**config.mk**
```make
export PLATFORM = sky130hd
export DESIGN_NAME = cpu_decode
export DESIGN_NICKNAME = d
export VERILOG_FILES = /design/src/rtl/cpu_decode.sv
export SDC_FILE = /design/constraint.sdc
export NUM_CORES = 1
export LEC_CHECK = 0
export CORE_MARGIN = 5
export CORE_UTILIZATION = 51
export DETAILED_ROUTE_END_ITERATION = 10
export HOLD_SLACK_MARGIN = 0.02
export PLACE_DENSITY = 0.91
export SYNTH_ARGS = -nofsm -noshare
export SYNTH_HDL_FRONTEND = slang
export SYNTH_SLANG_ARGS = --single-unit
```
**constraint.sdc**
```tcl
create_clock -name clk -period 6.05 [get_ports clk]
set_clock_uncertainty 0.05 [all_clocks]
set_input_delay 1.21 -clock clk [delete_from_list [all_inputs] [get_ports clk]]
set_output_delay 1.21 -clock clk [all_outputs]
set_load 0.01 [all_outputs]
```
**src/rtl/cpu_decode.sv**
```systemverilog
// RV32I decode stage: fetch handshake in, registered decoded bundle out, 2-entry skid.
// Define CPU_DECODE_ILLEGAL_EN to enable the illegal-encoding check on d_illegal.
module cpu_decode #(
  parameter int          XLEN         = 32,
  parameter logic [31:0] BUBBLE_INSTR = 32'h00000013
) (
  input  logic            clk,
  input  logic            rst,
  input  logic            f_vld,
  input  logic [31:0]     f_instr,
  input  logic [XLEN-1:0] f_pc,
  output logic            d_acc,
  input  logic            e_j_flag,
  input  logic            e_acc,
  output logic            d_vld,
  output logic [31:0]     d_instr,
  output logic [XLEN-1:0] d_pc,
  output logic [6:0]      d_opcode,
  output logic [4:0]      d_rd,
  output logic [4:0]      d_rs1,
  output logic [4:0]      d_rs2,
  output logic [2:0]      d_funct3,
  output logic [6:0]      d_funct7,
  output logic [XLEN-1:0] d_imm,
  output logic [2:0]      d_fmt,
  output logic            d_illegal
);

  typedef struct packed {
    logic [31:0]     instr;
    logic [XLEN-1:0] pc;
    logic [XLEN-1:0] imm;
    logic [2:0]      fmt;
    logic            ill;
  } ent_t;

  typedef enum logic [1:0] {EMPTY, ONE, FULL} state_t;

  localparam logic [2:0] FMT_R = 3'd0;
  localparam logic [2:0] FMT_I = 3'd1;
  localparam logic [2:0] FMT_S = 3'd2;
  localparam logic [2:0] FMT_B = 3'd3;
  localparam logic [2:0] FMT_U = 3'd4;
  localparam logic [2:0] FMT_J = 3'd5;
  localparam logic [2:0] FMT_N = 3'd6;

  function automatic ent_t dec(input logic [31:0] i,
                               input logic [XLEN-1:0] pc);
    ent_t e;
    e.instr = i;
    e.pc    = pc;
    e.imm   = '0;
    e.ill   = 1'b0;
    case (i[6:0])
      7'b0110011: e.fmt = FMT_R;
      7'b0010011,
      7'b0000011,
      7'b1100111,
      7'b1110011,
      7'b0001111: e.fmt = FMT_I;
      7'b0100011: e.fmt = FMT_S;
      7'b1100011: e.fmt = FMT_B;
      7'b0110111,
      7'b0010111: e.fmt = FMT_U;
      7'b1101111: e.fmt = FMT_J;
      default:    e.fmt = FMT_N;
    endcase
    case (e.fmt)
      FMT_I: e.imm = {{20{i[31]}}, i[31:20]};
      FMT_S: e.imm = {{20{i[31]}}, i[31:25], i[11:7]};
      FMT_B: e.imm = {{19{i[31]}}, i[31], i[7],
                      i[30:25], i[11:8], 1'b0};
      FMT_U: e.imm = {i[31:12], 12'b0};
      FMT_J: e.imm = {{11{i[31]}}, i[31], i[19:12],
                      i[20], i[30:21], 1'b0};
      default: e.imm = '0;
    endcase
`ifdef CPU_DECODE_ILLEGAL_EN
    e.ill = (i[1:0] != 2'b11) || (e.fmt == FMT_N)
         || ((i[6:0] == 7'b0110011)
             && (i[31:25] != 7'b0000000)
             && (i[31:25] != 7'b0100000))
         || ((i[6:0] == 7'b0000011)
             && ((i[14:12] == 3'b011)
                 || (i[14:12] == 3'b110)
                 || (i[14:12] == 3'b111)))
         || ((i[6:0] == 7'b0100011) && (i[14:12] > 3'b010))
         || ((i[6:0] == 7'b1100011)
             && ((i[14:12] == 3'b010)
                 || (i[14:12] == 3'b011)));
`endif
    return e;
  endfunction

  state_t state, nxt;
  ent_t   out_q, skid_q, dec_in, bub;
  logic   xin, xout;

  assign bub    = dec(BUBBLE_INSTR, '0);
  assign dec_in = dec(f_instr, f_pc);

  assign d_acc = (state != FULL);
  assign d_vld = (state != EMPTY);
  assign xin   = f_vld & d_acc;
  assign xout  = d_vld & e_acc;

  always_ff @(posedge clk) begin
    if (rst) state <= EMPTY;
    else     state <= nxt;
  end

  always_comb begin
    nxt = state;
    if (e_j_flag) begin
      nxt = EMPTY;
    end else begin
      unique case (state)
        EMPTY: if (xin) nxt = ONE;
        ONE: begin
          if (xin && !xout)      nxt = FULL;
          else if (xout && !xin) nxt = EMPTY;
        end
        FULL: if (xout) nxt = ONE;
        default: nxt = EMPTY;
      endcase
    end
  end

  // Output register holds the bubble whenever no entry is presented.
  always_ff @(posedge clk) begin
    if (rst) begin
      out_q  <= bub;
      skid_q <= bub;
    end else if (e_j_flag) begin
      out_q <= bub;
    end else begin
      unique case (state)
        EMPTY: if (xin) out_q <= dec_in;
        ONE: begin
          if (xin && xout) out_q  <= dec_in;
          else if (xin)    skid_q <= dec_in;
          else if (xout)   out_q  <= bub;
        end
        FULL: if (xout) out_q <= skid_q;
        default: out_q <= bub;
      endcase
    end
  end

  assign d_instr   = out_q.instr;
  assign d_pc      = out_q.pc;
  assign d_opcode  = out_q.instr[6:0];
  assign d_rd      = out_q.instr[11:7];
  assign d_funct3  = out_q.instr[14:12];
  assign d_rs1     = out_q.instr[19:15];
  assign d_rs2     = out_q.instr[24:20];
  assign d_funct7  = out_q.instr[31:25];
  assign d_imm     = out_q.imm;
  assign d_fmt     = out_q.fmt;
  assign d_illegal = out_q.ill;

endmodule

```
[Word-level counts from Yosys, hierarchy flattened]
Cells that the tools add are included.
Storage, ports and cells
  register bits: 201
  bits of input ports: 69
Cells by class
  equal/unequal tests: 24
  multiplexer cells: 13
  bitwise gates (word level): 4
  reduce and logical (&&, ||, !) cells: 13
Operators with widths (count)
  $mux W100: 5
  $pmux W100 S3: 1
  $pmux W32 S5: 1
  $eq A7 B7 Y1 const B: 4
  $eq A7 B6 Y1 const B: 3
  $pmux W3 S6: 1
  $eq A7 B5 Y1 const B: 2
  $ne A3 B3 Y1 const B: 3
  $mux W2: 4
  $reduce_and A4 Y1: 2
  $eq A7 B2 Y1 const B: 1
  $eq A7 B4 Y1 const B: 1
  $eq A3 B2 Y1 const B: 2
  $eq A3 B3 Y1 const B: 2
  $ne A2 B2 Y1 const B: 3
  $pmux W2 S3: 1
  $reduce_or A5 Y1: 1
  $reduce_or A2 Y1: 2
  $eq A3 B1 Y1 const B: 1
  $logic_and A1 B1 Y1: 3
  $reduce_and A3 Y1: 1
  $and A1 B1 Y1: 2
  $eq A2 B1 Y1 const B: 1
  $eq A2 B2 Y1 const B: 1
  4 further kinds: 6

[Depth between registers and ports, before layout]
  depth in word-level cells: 7
  mapped depth: 14
  depth with buffers taken out: 10

[Worst setup path before layout]
No wires, ideal clock.
  path type: input -> register
  start point: input port f_instr[6]
  end point: register out_q, in the netlist d_imm[21]
  arrival: 3.297 ns
  required time: 5.866 ns
  path slack: 2.569 ns
  stages: 12
  path buffers: 3
  cell sequence: buf_4 -> or2b_2 -> nor2_1 -> o211ai_1 -> ha_1 -> clkbuf_1 -> o21ai_4 -> a211oi_4 -> and4b_1 -> buf_6 -> a21oi_2 -> o22ai_1
On the way
  longest elaborated chain between the ends: 7
  elaborated cells on any way between the ends: 23
  those cells by class: eq/ne: 16; mux: 5; reduce/logical: 2
RTL lines
  from (decl): RTL line 10  | input logic [31:0] f_instr,
  $eq A7 B5 Y1 (tied with other cells): RTL line 54  | case (i[6:0])
  $reduce_or A5 Y1 or $reduce_or A2 Y1 (tied branches): RTL line 54
  $pmux W3 S6 *: RTL line 54
  $eq A3 B3 Y1 (tied with other cells): RTL line 68  | case (e.fmt)
  $pmux W32 S5 *: RTL line 68
  $mux W100 (on tied branches): RTL line 140, 138
  $pmux W100 S3 *: RTL line 137  | unique case (state)
  to (signal assigned): RTL line 138  | EMPTY: if (xin) out_q <= dec_in;
  to (signal assigned): RTL line 140  | if (xin && xout) out_q <= dec_in;
  to (signal assigned): RTL line 142  | else if (xout) out_q <= bub;
  to (decl): RTL line 96  | ent_t out_q, skid_q, dec_in, bub;
Every way passes the cells marked *; elsewhere a longest branch is shown, timed or not. The select of a mux whose other input is x is not followed.
A chain may end at the register's enable or synchronous reset.

[Worst setup path in the final report]
  start point: input port f_instr[5]
  end point: register out_q, in the netlist d_imm[1]
Same word-level chain as after synthesis.

==> flow_metrics.py <==
metrics = {
    "outcome": {
        "status": "completed",
    },
    "worst_setup_path": {
        "crit_arrival_ns": 4.52,
        "rr_worst_depth": 8,
        "crit_end": "d_imm[1]",
        "path_max_fanout": 14,
        "reg2reg_setup_slack_ns": 2.34,
        "required_ns": 6.35,
        "crit_start": "f_instr[5]",
        "worstSetupEndpointType": "flip-flop",
        "timing.rr.start": "state[1]",
        "path_class": "primary input to flip-flop",
        "cp-start-kind": "primary input",
        "reg2reg_to": "d_imm[26]",
    },
    "drt": {
        "dr_total_vias": 8085,
        "wl_um": 25500,
        "drc": 0,
        "first_iter_violations": 778,
        "wl_per_cell_um": 18.8,
        "first_pass_iters": 6,
        "ant_nets": 0,
        "viasPerCell": 5.96,
    },
    "place": {
        "gp_congestion": 0.878,
        "dpl.cell_count": 1326,
        "port_buffers": 201,
        "dp.final_hpwl_um": 16500,
        "postPlaceCellArea_um2": 10600,
        "post-place-ws_ns": 1.43,
    },
    "layout": {
        "drive_above_1_share_pct": 8.75,
        "most-common-layout-cells": "dfxtp_1, clkdlybuf4s50_1, nand2_1",
        "filler_cell_count": 1384,
        "fin_nets": 1192,
        "finalNonFillerCells": 1357,
        "antenna_cells": 0,
        "final_area_um2": 11200,
        "area_growth_pct": 26.9,
        "utilization_pct": 65.2,
    },
    "sta": {
        "worst_pin_slew_ns": 1.20,
        "rsz0062_at_grt": "no",
        "finalWorstSetupSlack_ns": 1.83,
        "layout_min_cycle_time_ns": 4.22,
        "slew_viol_final": 0,
        "fin_setup_tns_ns": 0,
        "hold_viol": 0,
        "setup_viol": 0,
        "fmax_mhz": 237,
        "period_share_pct": 69.7,
        "relSlewSlack_pct": 19.9,
    },
    "power_and_ir_drop": {
        "ir_drop_mv": 0.206,
        "total_leakage_power_nw": 3.97,
        "p_per_area_nw_per_um2": 254,
    },
    "cts": {
        "path_clk_slew_ns": 0.07,
        "cts.sinks": 200,
        "cts_inserted_buffers": 17,
        "clk_latency_ns": 0.44,
        "cts_tree": "built",
        "clockRootBuffer": "clkbuf_16",
        "cts_buffer_depth": 2,
        "post_cts_resized": 0,
        "h-tree-depth": 4,
        "cts_setup_buffers": 0,
        "cts-hold-fix-buffers": 0,
    },
    "floorplanning": {
        "io_pins": 203,
        "rows": 48,
        "initial_core_util_pct": 51.4,
        "fp.dieW_um": 141,
        "core_um2": 17100,
        "die_h_um": 141,
        "die-area_um2": 20000,
    },
    "global_routing": {
        "met3_usage_pct": 7.18,
        "grt_pass1_wl_um": 40300,
        "groute.layer.met2.usage_pct": 39.8,
        "grt_max_degree": 98,
        "use_met1_pct": 32.0,
        "overflow": 0,
        "grt_pass1_vias": 7779,
        "grt.busiest_layer": "met2",
        "antenna_found_initial": 0,
        "track_usage_pct": 24.8,
    },
    "flow_run": {
        "drv_cap": 0,
    },
    "yosys": {
        "yosys-top-cells-area": "dfxtp_1, a22oi_1, a22o_1",
        "synth_seq_area_share_pct": 45.5,
        "yosys.area.top_type": "dfxtp_1",
        "syn_area_per_cell_um2": 8.72,
        "synth_nets": 1081,
        "yosys_most_used_dff": "dfxtp_1",
        "ys.warnings.count": 0,
        "synth-seq-cells": 200,
        "synthCells": 1009,
        "ys_types": 62,
        "synth_top_area_share_pct": 45.5,
        "synth_edf_count": 0,
        "syn_area_um2": 8790,
        "async_reset_ff_share_pct": 0,
    },
    "hold_path": {
        "hold_start": "skid_q[6]",
        "hold_class": "flip-flop to flip-flop",
    },
}
## cells by family (layout without fill, tap and decap cells)
| logic type | Yosys count | after routing | synth area share [%] |
|---|---|---|---|
| AO/OA/AOI/OAI | 356 | 356 | 30.0 |
| buffers and inverters | 128 | 251 | 7.65 |
| AND/OR/NAND/NOR | 320 | 320 | 16.3 |
| adder cells (fa/ha/maj) | 3 | 3 | 0.427 |
| flip-flops | 200 | 200 | 45.5 |
| other | 1 | 1 | 0.0426 |
| XOR/XNOR | 1 | 1 | 0.0996 |
## final cells by class
class | instances | area, um2 | area share [%]
inverters | 7 | 26.3 | 0.235
repair buffers | 213 | 2100 | 18.8
clock buffers | 18 | 429 | 3.84
multi-input cells | 681 | 4160 | 37.3
well taps | 225 | 282 | 2.52
clock inverters | 13 | 160 | 1.43
flip-flops and latches | 200 | 4000 | 35.9
## through the flow
step | hold slack [ns] | total power (W)
global placement | 0.387 | 0.00171
CTS | 0.404 | 0.00285
detailed placement | 0.394 | 0.00171
finish | 0.400 | 0.00284
global route | 0.424 | 0.00293
floorplan | 0.377 | 0.00157
## worst max-delay path, stage by stage
cell	delay (ns)
clkdlybuf4s50_1	0.75
or3b_4	0.48
nor3_4	0.24
inv_2	0.08
ha_1	0.33
nand2b_1	0.12
a22oi_1	0.10
o32a_1	0.28
nor4_2	0.54
a21oi_1	0.18
a211oi_2	0.20
## how the worst min path moves through the flow
stage | endpoint | slack, ns | depth (start not counted)
detailed placement | skid_q[6] | 0.39 | 2
floorplan | skid_q[15] | 0.38 | 2
global route | skid_q[61] | 0.42 | 2
CTS | skid_q[6] | 0.40 | 2
global placement | skid_q[5] | 0.39 | 2
finish | skid_q[6] | 0.40 | 2
## cell usage after synthesis, types with 4 or more instances
cell type and count:
a211oi_1 6, a211oi_2 14, a21o_1 9, a21oi_1 81, a21oi_2 12, a22o_1 76
a22oi_1 100, and3_1 4, buf_2 16, buf_4 44, clkbuf_1 57, dfxtp_1 200
inv_1 4, nand2_1 162, nand3_1 5, nand3b_1 4, nor2_1 102, nor2b_1 4
nor3_1 5, o211ai_1 5, o21ai_0 10, o21ai_1 5, o22ai_1 19, o2bb2ai_1 8
## registers in the layout (all words and copies together), names as in the netlist
signal,cells
d_fmt,3
skid_q,99
d_pc,32
d_imm,32
d_instr,32
state,2
## per-layer routing
layer	vias to the layer above	part of all wire, %
li1	3801	-
met1	3857	41
met2	363	48
met3	64	8.2
met4	0	2.7
met5	-	0
## power breakdown
part | switching (W) | internal [W] | total (W)
Sequential | 0.0000171 | 0.00134 | 0.00136
Clock | 0.000533 | 0.000621 | 0.00115
Combinational | 0.000180 | 0.000146 | 0.000326
No activity file was read; power rests on OpenSTA's default activity.
